==> config.mk <==
export PLATFORM = sky130hd
export DESIGN_NAME = ins_fetch_unit
export DESIGN_NICKNAME = d
export VERILOG_FILES = /design/src/rtl/ins_fetch_unit.sv
export SDC_FILE = /design/constraint.sdc
export NUM_CORES = 1
export LEC_CHECK = 0
export BUFFER_PORTS_ARGS = -buffer_cell sky130_fd_sc_hd__clkbuf_2
export CAP_MARGIN = 30
export CORE_UTILIZATION = 45
export CTS_BUF_LIST = sky130_fd_sc_hd__clkbuf_8 sky130_fd_sc_hd__clkbuf_16
export DETAILED_ROUTE_END_ITERATION = 12
export PLACE_DENSITY = 0.85
export SLEW_MARGIN = 20
export SYNTH_ARGS = -nofsm -noshare
export SYNTH_HDL_FRONTEND = slang
export SYNTH_SLANG_ARGS = --single-unit
==> constraint.sdc <==
create_clock -name clk -period 2.55 [get_ports clk]
set_input_delay 0 -clock clk [delete_from_list [all_inputs] [get_ports clk]]
set_output_delay 0 -clock clk [all_outputs]
set_load 0.01 [all_outputs]
==> src/rtl/ins_fetch_unit.sv <==
// Instruction fetch unit: takes the PC on a fetch strobe, performs a word read
// over a req/ready handshake and latches the result into the instruction register.
// Decoded IR fields are combinational slices of the IR.
// Optional macro FETCH_TIMEOUT_EN: abandon a fetch after TIMEOUT_CYCLES wait
// cycles without mem_ready and pulse timeout_err.
module ins_fetch_unit #(
    parameter int unsigned TIMEOUT_CYCLES = 16,
    parameter logic [31:0] RESET_IR       = 32'h00000000
) (
    input  logic        clk,
    input  logic        RST,
    input  logic [31:0] pc,
    input  logic        fetch_start,
    output logic        mem_req,
    output logic [31:0] mem_addr,
    input  logic        mem_ready,
    input  logic [31:0] mem_rdata,
    output logic [31:0] ir,
    output logic        ir_valid,
    output logic        busy,
    output logic        misalign_err,
    output logic        timeout_err,
    output logic [5:0]  opcode,
    output logic [4:0]  rs_idx,
    output logic [4:0]  rt_idx,
    output logic [4:0]  rd_idx,
    output logic [4:0]  shamt,
    output logic [5:0]  funct,
    output logic [15:0] immd16,
    output logic [25:0] immd26
);

    localparam logic [1:0] IDLE = 2'd0;
    localparam logic [1:0] REQ  = 2'd1;
    localparam logic [1:0] DONE = 2'd2;

    // The wait counter is 8 bits wide, so the timeout must fit in it.
    if (TIMEOUT_CYCLES < 1 || TIMEOUT_CYCLES > 255) begin : g_bad_timeout
        $error("TIMEOUT_CYCLES out of range 1..255");
    end

    logic [1:0]  state_q, state_d;
    logic        mem_req_q, mem_req_d;
    logic [31:0] mem_addr_q, mem_addr_d;
    logic [31:0] ir_q, ir_d;
    logic        ir_valid_q, ir_valid_d;
    logic        busy_q, busy_d;
    logic        misalign_q, misalign_d;

`ifdef FETCH_TIMEOUT_EN
    localparam logic [7:0] TIMEOUT_CNT = 8'(TIMEOUT_CYCLES);

    logic [7:0]  wait_cnt_q, wait_cnt_d;
    logic        timeout_q, timeout_d;
`endif

    // Next-state logic for the IDLE -> REQ -> DONE fetch sequence.
    always_comb begin
        state_d    = state_q;
        mem_req_d  = mem_req_q;
        mem_addr_d = mem_addr_q;
        ir_d       = ir_q;
        ir_valid_d = 1'b0;
        misalign_d = 1'b0;
`ifdef FETCH_TIMEOUT_EN
        wait_cnt_d = wait_cnt_q;
        timeout_d  = 1'b0;
`endif
        case (state_q)
            IDLE: begin
                // mem_ready is deliberately ignored here.
                if (fetch_start) begin
                    if (pc[1:0] == 2'b00) begin
                        mem_addr_d = pc;
                        mem_req_d  = 1'b1;
                        state_d    = REQ;
`ifdef FETCH_TIMEOUT_EN
                        wait_cnt_d = 8'd0;
`endif
                    end else begin
                        misalign_d = 1'b1;
                    end
                end
            end
            REQ: begin
                // Completion wins over a timeout landing in the same cycle.
                if (mem_ready) begin
                    ir_d       = mem_rdata;
                    mem_req_d  = 1'b0;
                    ir_valid_d = 1'b1;
                    state_d    = DONE;
                end
`ifdef FETCH_TIMEOUT_EN
                else if (wait_cnt_q + 8'd1 == TIMEOUT_CNT) begin
                    wait_cnt_d = wait_cnt_q + 8'd1;
                    mem_req_d  = 1'b0;
                    timeout_d  = 1'b1;
                    state_d    = IDLE;
                end else begin
                    wait_cnt_d = wait_cnt_q + 8'd1;
                end
`endif
            end
            DONE: begin
                state_d = IDLE;
            end
            default: begin
                state_d   = IDLE;
                mem_req_d = 1'b0;
            end
        endcase
        busy_d = (state_d != IDLE);
    end

    // State registers with synchronous reset; reset abandons any fetch in flight.
    always_ff @(posedge clk) begin
        if (RST) begin
            state_q    <= IDLE;
            mem_req_q  <= 1'b0;
            mem_addr_q <= 32'h0;
            ir_q       <= RESET_IR;
            ir_valid_q <= 1'b0;
            busy_q     <= 1'b0;
            misalign_q <= 1'b0;
        end else begin
            state_q    <= state_d;
            mem_req_q  <= mem_req_d;
            mem_addr_q <= mem_addr_d;
            ir_q       <= ir_d;
            ir_valid_q <= ir_valid_d;
            busy_q     <= busy_d;
            misalign_q <= misalign_d;
        end
    end

`ifdef FETCH_TIMEOUT_EN
    // Wait counter and timeout pulse.
    always_ff @(posedge clk) begin
        if (RST) begin
            wait_cnt_q <= 8'd0;
            timeout_q  <= 1'b0;
        end else begin
            wait_cnt_q <= wait_cnt_d;
            timeout_q  <= timeout_d;
        end
    end

    assign timeout_err = timeout_q;
`else
    assign timeout_err = 1'b0;
`endif

    assign mem_req      = mem_req_q;
    assign mem_addr     = mem_addr_q;
    assign ir           = ir_q;
    assign ir_valid     = ir_valid_q;
    assign busy         = busy_q;
    assign misalign_err = misalign_q;

    // Field slices only; sign extension is left to the consumer.
    assign opcode = ir_q[31:26];
    assign rs_idx = ir_q[25:21];
    assign rt_idx = ir_q[20:16];
    assign rd_idx = ir_q[15:11];
    assign shamt  = ir_q[10:6];
    assign funct  = ir_q[5:0];
    assign immd16 = ir_q[15:0];
    assign immd26 = ir_q[25:0];

endmodule

### Word level (Yosys, flattened, before mapping)

Cells that the tools add are included.

| operators by class | value |
|---|---|
| equal/unequal tests | 5 |
| muxes and demuxes | 10 |
| bitwise operators | 4 |
| reduce and logical (&&, ||, !) cells | 8 |

Operators by type and width:

| cell | count |
|---|---|
| two-way mux 2 bit | 3 |
| != test 2 bit (second input constant) | 3 |
| two-way mux 1 bit | 5 |
| logical NOT 2 bit | 2 |
| inverter 1 bit | 4 |
| one-hot mux 2 bit (2 select lines) | 1 |
| AND reduction 4 bit | 1 |
| one-hot mux 1 bit (3 select lines) | 1 |
| AND reduction 3 bit | 1 |
| OR reduction 3 bit | 1 |
| == test 2 x 1 -> 1 bit (second input constant) | 1 |
| == test 2 bit (second input constant) | 1 |
| AND reduction 2 bit | 1 |
| nonzero test 2 bit | 1 |
| OR reduction 2 bit | 1 |

| storage, ports and cells | value |
|---|---|
| register bits after elaboration | 70 |
| input port bits | 68 |

### Depth between registers and ports, before layout

| depth | value |
|---|---|
| word-level depth | 5 |
| mapped depth | 5 |
| gate-level depth less buffers | 3 |

### Worst setup path before layout

Ideal clock, no wire load.

| timing path | value |
|---|---|
| path type | flip-flop to flip-flop |
| from | register state_q[0] |
| to | register mem_addr_q[11], in the netlist mem_addr[11] |
| library setup time | 0.072 ns |
| data arrival time | 1.094 ns |
| data required time | 2.478 ns |
| path slack | 1.384 ns |
| stages on the path, launching flop included | 6 |
| buffers on the path | 2 |
| period minus slack after synthesis | 1.166 ns |
| path through | dfxtp_1 -> nand2b_4 -> nor4_4 -> buf_6 -> buf_12 -> mux2i_1 |

| between the ends | value |
|---|---|
| longest elaborated chain between the ends | 2 |

RTL lines:

| item | RTL line | text |
|---|---|---|
| from (decl) | 42 | `logic [1:0] state_q, state_d;` |
| from (signal assigned) | 126 | `state_q <= state_d;` |
| logical NOT 2 bit | 69 | `case (state_q)` |
| AND reduction 3 bit (no source line) | n/a |  |
| to (signal assigned) | 128 | `mem_addr_q <= mem_addr_d;` |
| to (decl) | 44 | `logic [31:0] mem_addr_q, mem_addr_d;` |

No other way between the ends.
A chain may end at the register's enable or synchronous reset.

### Worst setup path in the final report

| timing path | value |
|---|---|
| from | register state_q[1] |
| to | register ir_q[13], in the netlist ir[13] |

| between the ends | value |
|---|---|
| longest elaborated chain between the ends | 2 |

RTL lines:

| item | RTL line | text |
|---|---|---|
| == test 2 x 1 -> 1 bit | 69 |  |
| AND reduction 2 bit (no source line) | n/a |  |
| to (signal assigned) | 129 | `ir_q <= ir_d;` |
| to (decl) | 45 | `logic [31:0] ir_q, ir_d;` |

No other way between the ends.

==> flow_summary.toml <==
[outcome]
status = "finished clean"

[timing]
setup_violations = 0
slew_headroom_pct = 50.7
fin_setup_tns_ns = 0
hold_slack_ns = 0.0416
rsz0062_at_grt = "no"
finalCriticalPeriod_ns = 1.61
post-route-period-util_pct = 63.3
finClkSkew_ns = 0.00612
maxSlewViolCount = 0
fmax_ghz = 0.620
finalHoldViolCount = 0
worstMarginPinSlew_ns = 0.736

[logic_synthesis]
synth_seq_cells = 70
synth_warnings = 0
yosysTopAreaCell = "dfxtp_1"
synth_area_leaders = "dfxtp_1 (44%), buf_4 (19%), nand2_1 (15%), mux2i_1 (9.4%), a21oi_1 (5.0%)"
syn_area_per_cell_um2 = 8.63
syn-num-nets = 438
synth_cell_type_count = 22
ys_seq_area_share_pct = 43.9
synthesis.area_um2 = 3190
synth_top_area_share_pct = 43.9
netlist_instances = 370

[drt]
totalWireLength_um = 8790
detail-route-antenna-nets = 0
drtPass1Iterations = 4
viasPerCell = 4.60
drtIter0Drc = 90
drc = 0
wl_per_cell_um = 13.2
num_vias = 3053

[die]
chipHeight_um = 86.3
ios = 211
die_area_um2 = 7440
die_w_um = 86.3
initial_core_util_pct = 46.8
core_um2 = 6830
rows = 30

[layout]
nets = 631
syn_to_final_growth_pct = 42.0
layout-drive-gt1-share_pct = 41.4
diodes = 0

[placement]
hpwl_um = 5350
io_buffers = 209
place_congestion = 0.781

[power]
vdd_ir_drop_max_v = 0.000308
p_leak_nw = 2.21
power.density_nw_per_um2 = 515

[min_path]
min_path_type = "in -> reg"

[job]
drv_cap = 0

[global_route]
grt_max_degree = 40
grt_pass1_wl_um = 13000
grt_usage_pct = 22.8
antenna_found_initial = 0
grt_pass1_vias = 2851
grt-ovfl-total = 0

[critical_path]
startpoint_type = "flop"
critical_path_arrival_ns = 1.82
path_class = "reg -> reg"
end_kind = "flop"
worst-path-max-fanout = 34
crit_required_ns = 2.76

[cts]
clk_pin_slew_ns = 0.08
clock-sinks = 70
root_buffer = "clkbuf_8"
numCtsBuffers = 9
htreeDepth = 3
clockBufferDepth = 2
clock_latency_ns = 0.33
cts_tree = "done"
per-stage QoR:
stage	cells	setup WS (ns)	power (mW)	utilization, %	area (um2)
after floorplan	370	1.38	1.30	-	3190
after global placement	583	1.03	1.38	53.7	3670
after detailed placement	583	0.919	1.38	53.7	3670
after CTS	663	0.970	2.35	66.0	4510
after global routing	664	0.814	2.44	66.4	4540
final	664	0.936	2.34	66.4	4540
metal layers:
metal | track usage [%] | vias to the layer above | part of all wire, %
met5 | 0 | - | 0
met4 | 10.8 | 0 | 2.3
met3 | 6.48 | 20 | 7.5
met2 | 43.4 | 154 | 53
met1 | 22.5 | 1392 | 38
li1 | - | 1487 | -
state kept, by name, summed over array words and instances (netlist names):
| signal | count |
|---|---|
| ir | 32 |
| mem_addr | 32 |
| state_q | 2 |
| busy | 1 |
| ir_valid | 1 |
| mem_req | 1 |
| misalign_err | 1 |
cell usage in the layout, fill, tap and decap left out, drive strengths merged:
| master | Yosys | layout |
|---|---|---|
| nor3b | 2 | 2 |
| nor2 | 4 | 4 |
| and3b | 1 | 1 |
| o211a | 1 | 1 |
| dlygate4sd3 | 0 | 64 |
| nand2 | 124 | 124 |
| clkinvlp | 0 | 1 |
| dfxtp | 70 | 70 |
| buf | 86 | 5 |
| bufinv | 0 | 1 |
| clkinv | 1 | 5 |
| a21oi | 32 | 32 |
| clkbuf | 10 | 219 |
| mux2i | 30 | 30 |
| nor4 | 2 | 2 |
| o21ai | 1 | 1 |
| o21a | 2 | 2 |
| nand2b | 1 | 1 |
| conb | 1 | 1 |
| nor2b | 1 | 1 |
| nand3b | 1 | 1 |
repair_timing:
action | in CTS | in global routing
hold endpoints to repair | 63 | 0
setup buffers | 0 | 0
hold buffers | 64 | 0
resized for setup | 0 | 0
Yosys cell counts, drive strengths merged:
library cell / n
nor2b: 1
clkinv: 1
nand3b: 1
o211a: 1
a21oi: 32
buf: 86
and3b: 1
o21a: 2
nand2b: 1
o21ai: 1
dfxtp: 70
mux2i: 30
nor3b: 2
nor4: 2
clkbuf: 10
conb: 1
nor2: 4
nand2: 124
worst max-delay path: stages (launching register included):
cell and delay (ns):
dfxtp_1 0.37, nand3b_2 0.70, nand2_1 0.33, a21oi_1 0.09
where the power goes:
group	switching [mW]	internal, mW
registers	0.0209	1.12
clock network	0.414	0.475
logic	0.140	0.167
total	0.575	1.76
cell type report:
class                           count  area (um2)
Sequential cell                    70        1400
Fill cell                         555        2300
Clock inverter                      6        61.3
Tap cell                           96         120
Clock buffer                       10         138
Timing Repair Buffer              278        1740
Inverter                            1        3.75
Multi-Input combinational cell    203        1070
path summary, 6_finish.rpt:
check / from / end / slack [ns] / cells after the start
worst min register to register: mem_addr[30]$_SDFFE_PP0P_ / mem_addr[30]$_SDFFE_PP0P_ / 0.46 / 2
worst max register to register: state_q[1]$_SDFF_PP0_ / ir[13]$_SDFFE_PP0P_ / 0.94 / 3
worst min-delay path: mem_ready / state_q[0]$_SDFF_PP0_ / 0.04 / 3
worst max-delay path: state_q[1]$_SDFF_PP0_ / ir[13]$_SDFFE_PP0P_ / 0.94 / 3
cell families (layout without fill, tap and decap cells):
family | Yosys count | after routing | share of synthesized area [%]
DFF | 70 | 70 | 43.9
other | 1 | 1 | 0.117
buffers and inverters | 97 | 295 | 22.7
muxes | 30 | 30 | 9.40
and+or+nand+nor | 136 | 136 | 17.9
AOI/OAI and AO/OA | 36 | 36 | 5.95
(Power assumes the default switching activity.)
